===== src/rtl/serial_chunk_adder.sv =====
`default_nettype none
// +--------------------------------------------------------------------+
// | serial_chunk_adder : chunk-serial add/subtract, LSB chunk first     |
// | Rev 1.0                                                            |
// +--------------------------------------------------------------------+
module serial_chunk_adder #(
  parameter int DATA_WIDTH  = 8,
  parameter int CHUNK_WIDTH = 2
) (
  input  logic                  clk,
  input  logic                  reset,
  input  logic                  start,
  input  logic                  sub,
  input  logic [DATA_WIDTH-1:0] a,
  input  logic [DATA_WIDTH-1:0] b,
  input  logic                  carry_in,
  output logic                  busy,
  output logic                  done,
  output logic [DATA_WIDTH-1:0] sum,
  output logic                  carry_out,
  output logic                  overflow
);

  localparam int NUM_CHUNKS = DATA_WIDTH / CHUNK_WIDTH;
  localparam int C_CNT_W    = (NUM_CHUNKS > 1) ? $clog2(NUM_CHUNKS) : 1;
  localparam logic [C_CNT_W-1:0] C_LAST_CHUNK = C_CNT_W'(NUM_CHUNKS - 1);

  generate
    if (CHUNK_WIDTH < 1 || (DATA_WIDTH % CHUNK_WIDTH) != 0) begin : g_bad_chunk_width
      $error("serial_chunk_adder: CHUNK_WIDTH must divide DATA_WIDTH exactly");
    end
  endgenerate

  typedef enum logic [1:0] {
    S_IDLE = 2'd0,
    S_RUN  = 2'd1,
    S_FIN  = 2'd2
  } state_t;

  state_t               r_state;
  logic [DATA_WIDTH-1:0] r_a;
  logic [DATA_WIDTH-1:0] r_b;
  logic [DATA_WIDTH-1:0] r_acc;
  logic                  r_carry;
  logic [C_CNT_W-1:0]    r_cnt;
  logic                  r_a_msb;
  logic                  r_b_msb;

  logic [CHUNK_WIDTH:0]  w_chunk;
  logic [DATA_WIDTH-1:0] w_top;
  logic [DATA_WIDTH-1:0] w_acc_next;
  logic [DATA_WIDTH-1:0] w_b_eff;

  // Operands shift right so the active chunk is always the low slice; the
  // accumulator fills from the top, leaving the result aligned after the last chunk.
  assign w_chunk    = {1'b0, r_a[CHUNK_WIDTH-1:0]} + {1'b0, r_b[CHUNK_WIDTH-1:0]}
                    + {{CHUNK_WIDTH{1'b0}}, r_carry};
  assign w_top      = DATA_WIDTH'(w_chunk[CHUNK_WIDTH-1:0]) << (DATA_WIDTH - CHUNK_WIDTH);
  assign w_acc_next = (r_acc >> CHUNK_WIDTH) | w_top;
  assign w_b_eff    = sub ? ~b : b;

  always_ff @(posedge clk or posedge reset) begin
    if (reset) begin
      r_state   <= S_IDLE;
      r_a       <= '0;
      r_b       <= '0;
      r_acc     <= '0;
      r_carry   <= 1'b0;
      r_cnt     <= '0;
      r_a_msb   <= 1'b0;
      r_b_msb   <= 1'b0;
      busy      <= 1'b0;
      done      <= 1'b0;
      sum       <= '0;
      carry_out <= 1'b0;
      overflow  <= 1'b0;
    end else begin
      case (r_state)
        S_IDLE, S_FIN: begin
          done <= 1'b0;
          if (start) begin
            r_a     <= a;
            r_b     <= w_b_eff;
            r_a_msb <= a[DATA_WIDTH-1];
            r_b_msb <= w_b_eff[DATA_WIDTH-1];
            r_carry <= sub ? 1'b1 : carry_in;
            r_acc   <= '0;
            r_cnt   <= '0;
            busy    <= 1'b1;
            r_state <= S_RUN;
          end else begin
            r_state <= S_IDLE;
          end
        end
        S_RUN: begin
          r_a     <= r_a >> CHUNK_WIDTH;
          r_b     <= r_b >> CHUNK_WIDTH;
          r_acc   <= w_acc_next;
          r_carry <= w_chunk[CHUNK_WIDTH];
          r_cnt   <= r_cnt + 1'b1;
          if (r_cnt == C_LAST_CHUNK) begin
            busy      <= 1'b0;
            done      <= 1'b1;
            sum       <= w_acc_next;
            carry_out <= w_chunk[CHUNK_WIDTH];
            overflow  <= (r_a_msb == r_b_msb) && (w_acc_next[DATA_WIDTH-1] != r_a_msb);
            r_state   <= S_FIN;
          end
        end
        default: r_state <= S_IDLE;
      endcase
    end
  end

endmodule
`default_nettype wire

===== config.mk =====
export PLATFORM = sky130hd
export DESIGN_NAME = serial_chunk_adder
export DESIGN_NICKNAME = d
export VERILOG_FILES = /design/src/rtl/serial_chunk_adder.sv
export SDC_FILE = /design/constraint.sdc
export NUM_CORES = 1
export LEC_CHECK = 0
export CORE_MARGIN = 3
export CORE_UTILIZATION = 34
export DETAILED_ROUTE_END_ITERATION = 10
export GPL_TIMING_DRIVEN = 0
export PLACE_DENSITY = 0.62
export SLEW_MARGIN = 40
export SYNTH_ARGS = -nofsm -noshare
export SYNTH_HDL_FRONTEND = slang
export SYNTH_SLANG_ARGS = --single-unit

===== constraint.sdc =====
create_clock -name clk -period 2.1 [get_ports clk]
set_input_delay 0.315 -clock clk [delete_from_list [all_inputs] [get_ports clk]]
set_output_delay 0.315 -clock clk [all_outputs]
set_load 0.05 [all_outputs]

==> impl_metrics.yaml, run 1 <==
synth:
  syn_inst: 143
  synth_seq_cells: 41
  synth.distinct_cells: 28
  synthArstFlopShare_pct: 100
  yosys.area_share.xor_xnor_pct: 3.94
  synth_area_per_cell_um2: 12.4
  ys.flop_type: "dfrtp_1"
  synth-edff-count: 0
  yosys_warnings: 0
  syn-cell-area_um2: 1780
  yosys.area_share.adder_pct: 2.96
  synth-simple-area-share_pct: 11.2
  synth-compound-area-share_pct: 13.9
  synth_top_family_by_area: "compound AO/OA/AOI/OAI gates"
  syn_nets: 167
  yosysSeqAreaShare_pct: 57.7
  yosys-mux-area-fraction_pct: 5.07
floorplanning:
  rows: 25
  die_h_um: 78.3
  coreArea_um2: 4880
  die_w_um: 78.3
  initial_utilization_pct: 36.4
  dieArea_um2: 6130
  ios: 33
finish:
  drive_gt1_share_pct: 16.5
  final_design_area_no_fill_um2: 2290
  utilization_pct: 46.8
  num_antenna_cells: 0
  multi_input_area_um2: 658
  nNetsFinal: 206
  regArea_um2: 1030
  nFillCells: 473
  areaGrowthSynthToFinish_pct: 28.6
worst_setup_path:
  worstReg2RegStart: "r_a[0]"
  cp-startpoint: "r_a[0]"
  cp-end-kind: "register"
  rr_worst_depth: 7
  worstPathMaxFanout: 4
  required_ps: 2310
  critPathArrivalTime_ps: 2080
  crit_type: "reg -> reg"
  critPathLaunchType: "register"
grt:
  antenna_found_initial: 0
  grt_max_degree: 24
  track_usage_pct: 12.8
  grt_pass1_wl_mm: 6.13
  grt_pass1_vias: 1253
  overflow: 0
detailed_routing:
  drt_iter0_markers: 63
  routed_via_density: 4.87
  vias: 1212
  ant_nets: 0
  drtPass1Iterations: 4
  wirelength_mm: 3.52
  drc: 0
  wl_per_cell_um: 14.1
clock_tree:
  cts_resized: 0
  cts-root-buf: "clkbuf_8"
  clock-sinks: 41
  clockBufferDepth: 2
  hold_buffers: 0
  clk_latency_ps: 290
  cts_max_level: 2
  clk_pin_slew_worst_paths_ps: 80
  cts_buffers: 5
  cts_tree: "yes"
  post_cts.repair.setup_buffers: 0
placement:
  io_buffers: 31
  dpl_cell_area_um2: 2200
  gp_congestion: 0.730
sta:
  skew_ps: 6.19
  fin_tns_setup_ps: 0
  max_freq_mhz: 535
  slew_headroom_pct: 65.4
  fin_crit_sh_pct: 89.0
  rsz0062_at_grt: "no"
  worstMarginPinSlew_ps: 518
  final_hold_viol_count: 0
  slew_viol_final: 0
  period_minus_slack_ps: 1870
  finalSetupViolCount: 0
run_status:
  status: "finished, final reports clean"
power:
  power_density_nw_per_um2: 1600
  p_leak_nw: 1.04
  vdd_ir_drop_max_mv: 0.626
hold_path:
  hold_path_class: "in -> async"
job:
  maxCapViolations: 0
==> stage by stage <==
step / setup slack, ps / cells / power (mW) / hold WS (ps)
2_1_floorplan: 389 / 143 / 2.64 / 420
3_3_place_gp: 45.9 / 241 / 3.10 / 469
3_5_place_dp: 237 / 242 / 3.17 / 469
4_1_cts: 217 / 249 / 3.69 / 437
5_1_grt: 165 / 249 / 3.92 / 452
6_report: 231 / 249 / 3.65 / 404
==> per-layer routing <==
metal / track usage [%] / vias to the layer above / part of all wire (%)
met4: 4.72 / 0 / 1.6
met1: 16.5 / 593 / 46
met2: 20.9 / 38 / 48
li1: - / 573 / -
met3: 3.21 / 8 / 4.8
met5: 0 / - / 0
==> registers in the layout, indices dropped and copies added, names as in the netlist, 2 cells and up <==
register  flops
r_cnt         2
r_b           8
r_a           8
r_state       2
sum           8
r_acc         6
==> synthesized netlist by cell type (2+ instances only) <==
master	number	area, µm²
and2b_4	2	20.0
o21ai_0	5	25.0
a221o_1	8	80.1
nand3_1	6	30.0
mux2_2	8	90.1
nand2_1	15	56.3
nor2_1	9	33.8
xnor2_1	7	61.3
a22o_2	2	20.0
buf_6	3	33.8
buf_2	4	20.0
fa_1	2	40.0
o2bb2ai_1	2	17.5
inv_1	6	22.5
a22o_1	7	61.3
dfrtp_1	41	1030
a22oi_1	5	37.5
==> path summary, 6_finish.rpt <==
| kind | end | slack [ps] |
|---|---|---|
| worst min register to register | done | 480 |
| worst max register to register | overflow | 230 |
| max in group asynchronous | r_b[6] | 1220 |
| min in group clk | done | 480 |
| worst max-delay path | overflow | 230 |
| worst min-delay path | sum[4] | 400 |
==> power breakdown <==
group	switching, mW	internal (mW)	total (mW)	leakage [nW]
Sequential	0.218	1.15	1.36	0.517
Clock	0.251	0.261	0.512	0.0443
Combinational	0.993	0.781	1.77	0.483
==> layout make-up <==
cell class,instances,share of cell area [%]
flip-flops and latches,41,44.9
multi-input cells,87,28.8
repair buffers,32,14.8
clock buffers,7,3.78
well taps,67,3.67
plain buffers,9,3.12
inverters,6,0.985
==> cell families after synthesis <==
kind of cell / Yosys count
buffers and inverters: 15
muxes: 8
DFF: 41
adders and majority gates: 3
and+or+nand+nor: 38
xor gates and xnor gates: 8
AOI/OAI and AO/OA: 30
==> critical path, cell delays in order, from the launching register on <==
cell and delay (ps):
dfrtp_1 340, inv_1 70, fa_1 410, inv_1 70, fa_1 460, and3b_1 240, a21oi_1 40, o21ai_0 150
==> placed cells by master (no fill, tap or decap) <==
cell / synthesis / layout
a221o_1: 8 / 8
dfrtp_1: 41 / 41
o21ai_0: 5 / 5
nor3_1: 1 / 1
and2b_4: 2 / 2
clkbuf_1: 1 / 2
nand2_1: 15 / 15
buf_16: 0 / 1
clkdlybuf4s50_1: 0 / 31
inv_1: 6 / 5
xnor2_1: 7 / 7
o2bb2ai_1: 2 / 2
nand2b_1: 1 / 1
nand3_1: 6 / 6
xor2_1: 1 / 1
or2b_1: 1 / 1
a22o_1: 7 / 7
nor2_8: 1 / 1
a21oi_1: 1 / 1
ha_1: 1 / 1
buf_6: 3 / 3
buf_2: 4 / 4
nand3b_2: 1 / 1
clkbuf_8: 1 / 7
nor2_1: 9 / 9
and3b_1: 1 / 1
inv_2: 0 / 1
a22o_2: 2 / 2
mux2_2: 8 / 8
a22oi_1: 5 / 5
fa_1: 2 / 2
Power figures use the tool's default switching activity.
==> run 2, diff against run 1 <==
--- a/config.mk
+++ b/config.mk
@@ -6,10 +6,10 @@
 export NUM_CORES = 1
 export LEC_CHECK = 0
 export CORE_MARGIN = 3
-export CORE_UTILIZATION = 34
+export CORE_UTILIZATION = 51
 export DETAILED_ROUTE_END_ITERATION = 10
 export GPL_TIMING_DRIVEN = 0
-export PLACE_DENSITY = 0.62
+export PLACE_DENSITY = 0.84
 export SLEW_MARGIN = 40
 export SYNTH_ARGS = -nofsm -noshare
 export SYNTH_HDL_FRONTEND = slang
==> run 2 against run 1 <==
Against the previous run: sequential cell count unchanged; final cell count fell by 8.8%; via count increased by 1.7%; sequential share of layout area increased by 1.3 points; hold slack got worse by 120 ps; setup slack better by 25 ps; clock power decreased by 30%; combinational power about the same; count of clock-buffer cells in the layout rose by 1; maximum frequency is 1.3% higher; clock skew increased by 0.80 ps; largest cell class unchanged; highest routed layer unchanged.
==> impl_metrics.yaml, run 2 (same netlist as run 1, synthesis figures left out) <==
finish:
  regArea_um2: 1030
  num_antenna_cells: 0
  drive_gt1_share_pct: 15.8
  multi_input_area_um2: 658
  nFillCells: 259
  areaGrowthSynthToFinish_pct: 24.8
  mostFrequentLayoutCell: "dfrtp_1"
  mostFrequentLayoutCells: "dfrtp_1 (41), clkdlybuf4s50_1 (31), nand2_1 (15)"
  reg.largest.list: "r_a (8), r_b (8), sum (8)"
  nNetsFinal: 206
worst_setup_path:
  rr_worst_depth: 7
  crit_family: "buffers and inverters"
  required_ps: 1780
  max_stage_delay_ps: 810
  cp.buffers_inverters: 1
  critPathArrivalTime_ps: 1530
  worstPathMaxFanout: 2
  critPathLaunchType: "register"
  cp_slowest_cell: "clkdlybuf4s50_1"
  worstReg2RegStart: "r_b[0]"
  cp-end-kind: "primary output"
  cp_cell_sequence: "clkdlybuf4s50_1"
  rrSetupSlack_ps: 260
  crit_type: "reg -> out"
  rr_endpoint: "overflow"
floorplanning:
  ios: 33
  rows: 20
  die_w_um: 65.0
  die_h_um: 65.0
  dieArea_um2: 4230
  initial_utilization_pct: 55.9
  coreArea_um2: 3180
sta:
  period_minus_slack_ps: 1840
  finalSetupViolCount: 0
  hold_ws_ps: 287
  fin_tns_setup_ps: 0
  worst_slack_ps: 256
  slew_headroom_pct: 66.1
  slew_viol_final: 0
  final_hold_viol_count: 0
  fin_crit_sh_pct: 87.8
  max_freq_mhz: 542
  worstMarginPinSlew_ps: 507
  skew_ps: 6.99
  rsz0062_at_grt: "no"
clock_tree:
  cts_max_level: 2
  cts_buffers: 5
  hold_buffers: 0
  post_cts.repair.setup_buffers: 0
  cts_resized: 0
  cts_tree: "yes"
  clock-sinks: 41
  cts-root-buf: "clkbuf_4"
  clk_pin_slew_worst_paths_ps: 100
  clk_latency_ps: 330
  clockBufferDepth: 2
placement:
  place.detailed.hpwl_mm: 2.47
  dp_worst_setup_slack_ps: 270
  gp_congestion: 0.775
  io_buffers: 31
hold_path:
  hold_path_class: "in -> async"
job:
  maxCapViolations: 0
run_status:
  status: "finished, final reports clean"
grt:
  grt_pass1_wl_mm: 5.39
  antenna_found_initial: 0
  track_usage_pct: 16.7
  overflow: 0
  grt_max_degree: 26
  grt_pass1_vias: 1229
detailed_routing:
  wl_per_cell_um: 14.1
  routed_via_density: 5.43
  drc: 0
  drt_iter0_markers: 86
  ant_nets: 0
  wirelength_mm: 3.19
  drtPass1Iterations: 4
  vias: 1232
power:
  p_leak_nw: 1.03
  power_density_nw_per_um2: 1570
  vdd_ir_drop_max_mv: 0.714
==> run 2: cell types whose count changed in the layout (fill, tap and decap cells not counted), sizes merged <==
| cell | change |
|---|---|
| clkbuf | +1 |
==> run 2: area by class of cell <==
| class | count | share of cell area, % |
|---|---|---|
| well taps | 44 | 2.48 |
| inverters | 6 | 1.01 |
| clock buffers | 8 | 2.20 |
| repair buffers | 32 | 15.2 |
| flip-flops and latches | 41 | 46.2 |
| plain buffers | 9 | 3.21 |
| multi-input cells | 87 | 29.7 |
==> run 2: worst max-delay path by stage <==
| stage | start | depth (start not counted) | endpoint | slack [ps] |
|---|---|---|---|---|
| after floorplan | r_a[0] | 7 | overflow | 390 |
| after global placement | reset | 2 | r_a[6] | 90 |
| after detailed placement | r_b[0] | 7 | overflow | 270 |
| after CTS | r_b[0] | 7 | overflow | 250 |
| after global routing | r_b[0] | 7 | overflow | 140 |
| final | sum[6] | 1 | sum[6] | 260 |
==> run 2: power by group <==
part / total (mW) / leakage, nW / internal (mW) / switching, mW
Clock: 0.359 / 0.0265 / 0.134 / 0.225
Sequential: 1.36 / 0.517 / 1.14 / 0.219
Combinational: 1.76 / 0.483 / 0.780 / 0.978
==> run 2: metrics by stage <==
stage / utilization, % / std cells / area [µm²] / total power, mW
final: 69.8 / 227 / 2220 / 3.48
after global routing: 69.8 / 227 / 2220 / 3.73
after CTS: 69.8 / 227 / 2220 / 3.51
after detailed placement: 68.3 / 219 / 2170 / 3.15
after global placement: 67.4 / 218 / 2140 / 3.08
after floorplan: - / 143 / 1780 / 2.64
==> run 2: per-layer routing <==
| layer | global-route usage, % | vias up | routed length, µm |
|---|---|---|---|
| li1 | - | 581 | - |
| met1 | 20.1 | 607 | 1400 |
| met2 | 29.5 | 41 | 1580 |
| met3 | 4.16 | 3 | 191 |
| met4 | 4.66 | 0 | 21 |
| met5 | 0 | - | 0 |
==> run 3, diff against run 2 <==
--- a/config.mk
+++ b/config.mk
@@ -5,6 +5,7 @@
 export SDC_FILE = /design/constraint.sdc
 export NUM_CORES = 1
 export LEC_CHECK = 0
+export CORE_ASPECT_RATIO = 1.5
 export CORE_MARGIN = 3
 export CORE_UTILIZATION = 51
 export DETAILED_ROUTE_END_ITERATION = 10
==> run 3 against run 2 <==
Against the previous run: critical path depth rose by 6; final cell count down 1.8%; maximum frequency down 2.6%; combinational power rose by 2%; design area increased by 3.6%; clock power increased by 110%; first-iteration DRC count is 76% lower; count of clock-buffer cells in the layout decreased by 3; clock skew down 0.56 ps; non-clock buffer count stayed put; sequential power barely moved; critical endpoint is now overflow; critical path type is now reg -> reg.
==> impl_metrics.yaml, run 3 (same netlist as run 1, synthesis figures left out) <==
run_status:
  status: "finished, final reports clean"
worst_setup_path:
  crit_family: "adder cells"
  crit_type: "reg -> reg"
  cp-end-kind: "register"
  max_stage_delay_ps: 470
  critPathArrivalTime_ps: 2100
  critPathLaunchType: "register"
  cp_cell_sequence: "inv_1 -> fa_1 -> inv_1 -> fa_1 -> and3b_1 -> a21oi_1 -> o21ai_0"
  worstPathMaxFanout: 4
  cp.buffers_inverters: 2
  rrSetupSlack_ps: 210
  cp_slowest_cell: "fa_1"
  required_ps: 2310
finish:
  nFillCells: 248
  final_design_area_no_fill_um2: 2300
  reg.largest.list: "r_a (8), r_b (8), sum (8)"
  mostFrequentLayoutCell: "dfrtp_1"
  num_antenna_cells: 0
  mostFrequentLayoutCells: "dfrtp_1 (41), clkdlybuf4s50_1 (31), nand2_1 (15)"
  areaGrowthSynthToFinish_pct: 29.3
  utilization_pct: 70.7
  drive_gt1_share_pct: 17.5
  regArea_um2: 1030
  nNetsFinal: 206
  multi_input_area_um2: 658
clock_tree:
  cts-root-buf: "clkbuf_8"
  clk_pin_slew_worst_paths_ps: 80
  cts_buffers: 5
  hold_buffers: 0
  clk_latency_ps: 300
  clock-sinks: 41
  clockBufferDepth: 2
  cts_resized: 0
  cts_max_level: 2
  cts_tree: "yes"
  post_cts.repair.setup_buffers: 0
power:
  vdd_ir_drop_max_mv: 0.929
  p_leak_nw: 1.07
  power_density_nw_per_um2: 1700
sta:
  fin_tns_setup_ps: 0
  slew_viol_final: 0
  skew_ps: 6.43
  rsz0062_at_grt: "no"
  max_freq_mhz: 528
  worstMarginPinSlew_ps: 546
  period_minus_slack_ps: 1890
  slew_headroom_pct: 63.5
  fin_crit_sh_pct: 90.2
  final_hold_viol_count: 0
  hold_ws_ps: 385
  finalSetupViolCount: 0
grt:
  track_usage_pct: 20.4
  grt_max_degree: 25
  grt_pass1_wl_mm: 6.26
  overflow: 0
  grt_pass1_vias: 1350
  antenna_found_initial: 0
detailed_routing:
  routed_via_density: 5.52
  vias: 1231
  drt_iter0_markers: 21
  dr.max_layer_used: "met4"
  wl_met2_mm: 1.95
  drtPass1Iterations: 4
  ant_nets: 0
  dr_wl_met3_um: 174
  drc: 0
  wirelength_mm: 3.61
  wl_per_cell_um: 16.2
  wl_met1_mm: 1.37
floorplanning:
  dieArea_um2: 4250
  die_w_um: 54.2
  die_h_um: 78.3
  rows: 25
  initial_utilization_pct: 54.7
  ios: 33
  coreArea_um2: 3250
placement:
  dpl_cell_area_um2: 2170
  gp_congestion: 0.778
  place.detailed.hpwl_mm: 2.67
  io_buffers: 31
hold_path:
  hold_path_class: "in -> async"
job:
  maxCapViolations: 0
==> run 3: cell types whose count changed in the layout (fill, tap and decap cells not counted), sizes merged <==
cell    delta
bufinv     +2
clkbuf     -3
clkinv     +1
==> run 3: cell type report <==
cell class,count,share of cell area (%)
multi-input combinational,87,28.6
sequential,41,44.6
inverter,6,0.979
timing repair buffer,32,14.7
clock buffer,5,2.99
buffer,9,3.10
tap,40,2.18
clock inverter,3,2.83
==> run 3: worst reg2reg max path: stages, from the launching register on <==
cell     delay [ps]
dfrtp_1         360
inv_1            60
fa_1            380
inv_1            80
fa_1            470
and3b_1         240
a21oi_1          40
o21ai_0         180
==> run 3: routing by layer <==
layer / track usage (%) / up-vias
met4: 9.23 / 0
met3: 4.93 / 11
li1: - / 579
met5: 0 / -
met2: 34.1 / 38
met1: 23.6 / 603
==> run 3: stage by stage <==
step	power [mW]	setup WS, ps	cells
2_1_floorplan	2.64	389	143
3_3_place_gp	3.08	64.8	214
3_5_place_dp	3.18	257	215
4_1_cts	3.95	193	223
5_1_grt	4.16	28.8	223
6_report	3.90	206	223
==> run 3: final timing paths <==
path / from / end / cells after the start
setup / recovery: r_b[0] / overflow / 7
hold / removal: reset / sum[3] / 2
setup reg to reg: r_b[0] / overflow / 7
hold reg to reg: busy / busy / 2
max in group asynchronous: reset / r_a[2] / 3
min in group clk: busy / busy / 2
==> run 3: where the power goes <==
part	switching [mW]	total, mW	internal (mW)
Combinational	1.01	1.80	0.788
Clock	0.271	0.743	0.472
Sequential	0.221	1.37	1.14
